File: config.mk
export PLATFORM = sky130hd
export DESIGN_NAME = mem_arbiter
export DESIGN_NICKNAME = d
export VERILOG_FILES = /design/src/rtl/mem_arbiter.sv
export SDC_FILE = /design/constraint.sdc
export NUM_CORES = 1
export LEC_CHECK = 0
export ABC_CLOCK_PERIOD_IN_PS = 2450
export BUFFER_PORTS_ARGS = -buffer_cell sky130_fd_sc_hd__buf_2
export CORE_MARGIN = 8
export CORE_UTILIZATION = 45
export DETAILED_ROUTE_END_ITERATION = 8
export HOLD_SLACK_MARGIN = 0.03
export PLACE_DENSITY_LB_ADDON = 0.1
export SYNTH_ARGS = -nofsm -noshare
export SYNTH_HDL_FRONTEND = slang
export SYNTH_SLANG_ARGS = --single-unit
File: constraint.sdc
create_clock -name clk -period 2.45 [get_ports clk]
set_input_delay 0.1225 -clock clk [delete_from_list [all_inputs] [get_ports clk]]
set_output_delay 0.1225 -clock clk [all_outputs]
set_load 0.01 [all_outputs]
File: src/rtl/mem_arbiter.sv
// Two-requester (fetch/data) arbiter in front of a single unified memory_unit.
// Define MEM_ARB_FIXED_PRIO_EN for fixed data-over-fetch priority; default is round-robin.
module mem_arbiter #(
  parameter int ADDR_W = 8,
  parameter int DATA_W = 32,
  parameter int RD_LAT = 1
) (
  input  logic              clk,
  input  logic              clr_n,
  input  logic              f_req,
  input  logic [ADDR_W-1:0] f_addr,
  output logic              f_ack,
  output logic [DATA_W-1:0] f_rdata,
  input  logic              d_req,
  input  logic              d_we,
  input  logic [ADDR_W-1:0] d_addr,
  input  logic [DATA_W-1:0] d_wdata,
  output logic              d_ack,
  output logic [DATA_W-1:0] d_rdata,
  output logic              mem_en,
  output logic              mem_wen,
  output logic [ADDR_W-1:0] mem_addr,
  output logic [DATA_W-1:0] mem_data_in,
  input  logic [DATA_W-1:0] mem_data_out,
  output logic              busy
);

  typedef enum logic [1:0] {
    IDLE  = 2'd0,
    ISSUE = 2'd1,
    WAIT  = 2'd2,
    RESP  = 2'd3
  } state_t;

  localparam logic       OWN_F    = 1'b0;
  localparam logic       OWN_D    = 1'b1;
  localparam logic [2:0] LAT_LOAD = 3'(RD_LAT);

  state_t              state_q;
  state_t              state_d;
  logic                owner_q;
  logic                we_q;
  logic [ADDR_W-1:0]   addr_q;
  logic [DATA_W-1:0]   wdata_q;
  logic [DATA_W-1:0]   f_rdata_q;
  logic [DATA_W-1:0]   d_rdata_q;
  logic [2:0]          cnt_q;
  logic                grant_f;
  logic                grant_d;
  logic                take;

  assign take = (state_q == IDLE) && (grant_f || grant_d);

`ifdef MEM_ARB_FIXED_PRIO_EN
  // Data always wins a tie; fetch only proceeds when data is not requesting.
  always_comb begin
    grant_d = d_req;
    grant_f = f_req & ~d_req;
  end
`else
  logic last_grant_q;

  // On a tie the requester that did not win last time is served.
  always_comb begin
    grant_f = f_req & (~d_req | (last_grant_q == OWN_D));
    grant_d = d_req & ~grant_f;
  end

  always_ff @(posedge clk or negedge clr_n) begin
    if (!clr_n) begin
      last_grant_q <= OWN_D;
    end else if (take) begin
      last_grant_q <= grant_d ? OWN_D : OWN_F;
    end
  end
`endif

  always_comb begin
    state_d = state_q;
    case (state_q)
      IDLE:    if (grant_f || grant_d) state_d = ISSUE;
      ISSUE:   state_d = we_q ? RESP : WAIT;
      WAIT:    if (cnt_q == 3'd1) state_d = RESP;
      RESP:    state_d = IDLE;
      default: state_d = IDLE;
    endcase
  end

  always_ff @(posedge clk or negedge clr_n) begin
    if (!clr_n) begin
      state_q <= IDLE;
    end else begin
      state_q <= state_d;
    end
  end

  // Request inputs are captured once at grant so later changes cannot disturb the access.
  always_ff @(posedge clk or negedge clr_n) begin
    if (!clr_n) begin
      owner_q <= OWN_F;
      we_q    <= 1'b0;
      addr_q  <= '0;
      wdata_q <= '0;
    end else if (take) begin
      if (grant_d) begin
        owner_q <= OWN_D;
        we_q    <= d_we;
        addr_q  <= d_addr;
        wdata_q <= d_wdata;
      end else begin
        owner_q <= OWN_F;
        we_q    <= 1'b0;
        addr_q  <= f_addr;
        wdata_q <= '0;
      end
    end
  end

  always_ff @(posedge clk or negedge clr_n) begin
    if (!clr_n) begin
      cnt_q <= '0;
    end else if (state_q == ISSUE) begin
      cnt_q <= LAT_LOAD;
    end else if (state_q == WAIT) begin
      cnt_q <= cnt_q - 3'd1;
    end
  end

  // Read data is taken on the edge that closes the final WAIT cycle.
  always_ff @(posedge clk or negedge clr_n) begin
    if (!clr_n) begin
      f_rdata_q <= '0;
      d_rdata_q <= '0;
    end else if ((state_q == WAIT) && (cnt_q == 3'd1)) begin
      if (owner_q == OWN_D) begin
        d_rdata_q <= mem_data_out;
      end else begin
        f_rdata_q <= mem_data_out;
      end
    end
  end

  assign mem_en      = (state_q == ISSUE) || (state_q == WAIT);
  assign mem_wen     = (state_q == ISSUE) && we_q;
  assign mem_addr    = addr_q;
  assign mem_data_in = wdata_q;
  assign busy        = (state_q != IDLE);
  assign f_ack       = (state_q == RESP) && (owner_q == OWN_F);
  assign d_ack       = (state_q == RESP) && (owner_q == OWN_D);
  assign f_rdata     = f_rdata_q;
  assign d_rdata     = d_rdata_q;

endmodule

* Yosys cells after proc, flatten, opt, wreduce, memory -nomap -nowiden
Cells that the tools add are included.
** Storage, ports and cells
- Flip-flop bits (word level) :: 112
- Input port bits :: 85
** Cells by class
- Add/sub/neg operators :: 1
- Eq/ne operators :: 6
- Multiplexer cells :: 10
- Bitwise gates (word level) :: 6
- Reduce and logical (&&, ||, !) cells :: 13
** Operators by type and width (count)
- $mux W32 :: 1
- $mux W8 :: 1
- $pmux W2 S4 :: 1
- $mux W3 :: 2
- $reduce_and A2 Y1 :: 3
- $logic_and A1 B1 Y1 :: 5
- $eq A2 B2 Y1 const B :: 2
- $mux W2 :: 2
- $reduce_bool A2 Y1 :: 2
- $eq A3 B1 Y1 const B :: 1
- $mux W1 :: 3
- $not A1 Y1 :: 3
- $sub A3 B1 Y3 const B :: 1
- $and A1 B1 Y1 :: 2
- $eq A2 B1 Y1 const B :: 1
- $logic_not A2 Y1 :: 1
- $logic_or A1 B1 Y1 :: 2
- $ne A2 B1 Y1 const B :: 1
- $ne A2 B2 Y1 const B :: 1
- $or A1 B1 Y1 :: 1

* Logic depth before layout (Yosys ltp)
- Word-level depth :: 8
- Depth in mapped cells :: 7
- Mapped depth without buffers :: 5

* Worst setup path before layout
OpenSTA, ideal clock, no wires.
- Kind :: reg2reg
- Start :: register state_q[0]
- End :: register f_rdata_q[10], in the netlist f_rdata[10]
- Setup time :: 0.125 ns
- Arrival time :: 1.515 ns
- Required time :: 2.325 ns
- Setup slack :: 0.810 ns
- Stages on the path, launching flop included :: 6
- Path buffers :: 1
- Clock period less this slack :: 1.640 ns
- Cells stage by stage :: dfrtp_1 -> inv_1 -> ha_1 -> nor3b_4 -> buf_6 -> mux2_2
** Between the ends
- Word-level cells in the longest chain between the ends :: 3
** RTL lines
- start, declared :: line 39 : state_t state_q;
- start signal, assigned :: line 93 : state_q <= state_d;
- $eq A2 B2 Y1 :: line 134 : end else if ((state_q == WAIT) && (cnt_q == 3'd1)) begin
- $logic_and A1 B1 Y1 :: line 134
- $reduce_and A2 Y1 (no source line)
- end signal, assigned :: line 138 : f_rdata_q <= mem_data_out;
- end, declared :: line 45 : logic [DATA_W-1:0] f_rdata_q;
No other way between the ends.
A chain may end at the register's enable or synchronous reset.

* Worst setup path in the final report
- Start :: register state_q[0]
- End :: register f_rdata_q[3], in the netlist f_rdata[3]
Same word-level chain as after synthesis.

==> results.md <==
- Fmax: approximately 530 MHz
- Metal3 WL: around 1100 µm
- Worst Tran Pin Value: 0.771 ns
- Fill count: 754
- CP required: ~2.7 ns
- Post-synth EDFFs: 0
- Cell variety after synth: 30
- Synthesized area: approximately 0.0044 mm²
- Final WL: 11200 µm
- Die Span X: between 100 and 150 µm
- First drt pass iteration count: 4
- Reg2reg setup slack: 0.55 ns
- CTS Sinks: roughly 110
- Crit share post-route: 0.776
- Cell Area, Placed: 0.00548 mm²
- Maximum vdd drop: just over 500 µV
- Main synth FF type: dfrtp_1
- Status: finished clean
- Post-Synthesis Cells: 290
- Area of the multi-input gates: between 0.001 and 0.0015 mm²
- Critical Path Start Type: register
- CP arrival: 2.14 ns
- Register area: ~0.0028 mm²
- Post-synthesis average cell area: around 15 µm²
- Register area share after synthesis: 0.638
- Die Area: approximately 0.013 mm²
- Routed WL per cell: approximately 16 µm
- I/O pin cnt: approximately 190
- HP Class: in -> reg
- M1 wire length: 4780 µm
- Hold depth: 3
- Num rows: 36
- Commonest non-fill, non-tap cells in the layout: buf_2 (192), dfrtp_1 (111), dlygate4sd3_1 (66)
- DR DRC count: 0
- Hpwl dp: 7730 µm
- Gr ovfl total: 0
- Max transition margin: 0.486
- Routability cong.: ~0.75
- H-Tree Depth: 3
- PD cells: approximately 1200 mW/mm²
- Met2 routed WL: 5200 µm
- Crit-path max FO: 32
- Final instance area: 0.00635 mm²
- Final Max Slew Viols: 0
- Highest Signal Layer: met4
- Yosys reg bits: 112
- Pleak: around 3.2 nW
- Vias: 3350
- Crit Path Category: reg -> reg
- Post-route ant nets: 0
- Final Hold Viols: 0
- Synthesis-to-layout area growth: 44.4%
- Worst r2r path cells: 5
- DR vias/cell: approximately 5
- Final nets: 643
- Vias in the first global route: 3749
- Most common cell after layout, fill and taps aside: buf_2
- Syn_nets: 382
- CTS clk-pin slew, worst paths: 0.10 ns
- Skew-Pair Late Insertion Delay: 0.35 ns
- Global-route usage over all layers: 0.177
- Critical path endpoint category: register
- Share of cells above drive strength 1: 0.511
- Initial core utilization: 0.456
- Iter 0 DRT Violations: 97
- Pin count of the biggest net entering global routing: 62
- Placeable Area: 0.00964 mm²
- RSZ-0062 raised after global routing: no
- Post-synth ARST share: 1.00
- Post-Route Setup TNS: 0 ns
- Initial antenna violation count: 0
- Die height: approximately 110 µm
- IO buf count: approximately 190
- Max-cap violations: 0
- # setup viols final: 0
- CTS tree: built
- Clock buffer depth: 2
- Final min period: approximately 1.9 ns
- First-pass GRT wire length: 18900 µm
- Yosys Warn Count: 0
- Clock Skew: roughly 0.011 ns
- Cts bufs inserted: 9
- CTS root buf: clkbuf_8
[flip-flops by register name, indices dropped and copies added (netlist names)]
name          cells
d_rdata          32
f_rdata          32
mem_data_in      32
mem_addr          8
cnt_q             3
state_q           2
last_grant_q      1
owner_q           1
we_q              1
[Yosys cell counts, types with 2 or more instances]
library cell | n | area share
mux2i_1 | 8 | 0.018
nand2_1 | 10 | 0.0085
dfrtp_1 | 111 | 0.63
nor2_1 | 6 | 0.0051
o21ai_0 | 9 | 0.010
inv_1 | 6 | 0.0051
mux2_1 | 2 | 0.0051
a21o_1 | 2 | 0.0034
buf_2 | 3 | 0.0034
clkbuf_1 | 5 | 0.0043
and2_1 | 2 | 0.0028
a22o_1 | 33 | 0.066
mux2_2 | 63 | 0.16
ha_1 | 7 | 0.020
buf_6 | 8 | 0.020
[stage by stage]
step,hold slack (ns),util,total power [mW],std cells,setup WS (ns)
2_1_floorplan,-0.173,-,5.03,290,0.810
3_3_place_gp,0.252,0.568,6.27,607,0.622
3_5_place_dp,0.248,0.568,6.37,607,0.547
4_1_cts,0.0394,0.658,7.57,689,0.528
5_1_grt,0.0857,0.658,8.06,689,0.413
6_report,0.0597,0.658,7.48,690,0.548
[what timing repair did]
action                                  in CTS  in global routing
buffers inserted                             0                  0
endpoints found under the hold margin      155                  0
hold buffers                                66                  0
endpoints found under the setup margin       0                  0
gates resized for setup                      0                  0
[where the power goes]
group          internal (mW)  switching, mW  total [mW]
clock network          0.505          0.603        1.11
registers               2.74          0.479        3.22
logic                   1.61           1.55        3.15
[final cells by class]
cell class / count / share of cell area
timing repair buffer: 266 / 0.267
antenna: 1 / 0.000394
clock inverter: 6 / 0.0106
clock buffer: 10 / 0.0217
inverter: 6 / 0.00355
sequential: 112 / 0.442
tap: 133 / 0.0262
multi-input combinational: 156 / 0.229
[cell families (layout without fill, tap and decap cells)]
logic type	after synthesis	in the layout	synth area share
multiplexers	73	73	0.185
AO/OA/AOI/OAI	51	51	0.0928
adder cells (fa/ha/maj)	7	7	0.0199
flip-flops	112	112	0.638
other	0	1	0
AND/OR/NAND/NOR	25	25	0.0313
buffers and inverters	22	288	0.0333
[worst max-delay path, stage by stage (launching register included)]
cell,delay [ns]
dfrtp_1,0.43
inv_1,0.13
ha_1,0.23
nor3b_4,0.19
buf_4,0.41
mux2_2,0.39
[layer usage]
layer / GRT usage / vias to the layer above
met3: 0.0657 / 13
met4: 0.0517 / 0
li1: - / 1558
met2: 0.281 / 142
met1: 0.220 / 1637
met5: 0 / -
[final timing paths]
check | from | end
worst max-delay path | state_q[0]$_DFFE_PN0P_ | f_rdata[3]$_DFFE_PN0P_
worst min-delay path | f_addr[7] | mem_addr[7]$_DFFE_PN0P_
worst max register to register | state_q[0]$_DFFE_PN0P_ | f_rdata[3]$_DFFE_PN0P_
worst min register to register | mem_addr[0]$_DFFE_PN0P_ | mem_addr[0]$_DFFE_PN0P_
max in group asynchronous | clr_n | d_rdata[24]$_DFFE_PN0P_
min in group asynchronous | clr_n | d_rdata[5]$_DFFE_PN0P_
(Power assumes the default switching activity.)
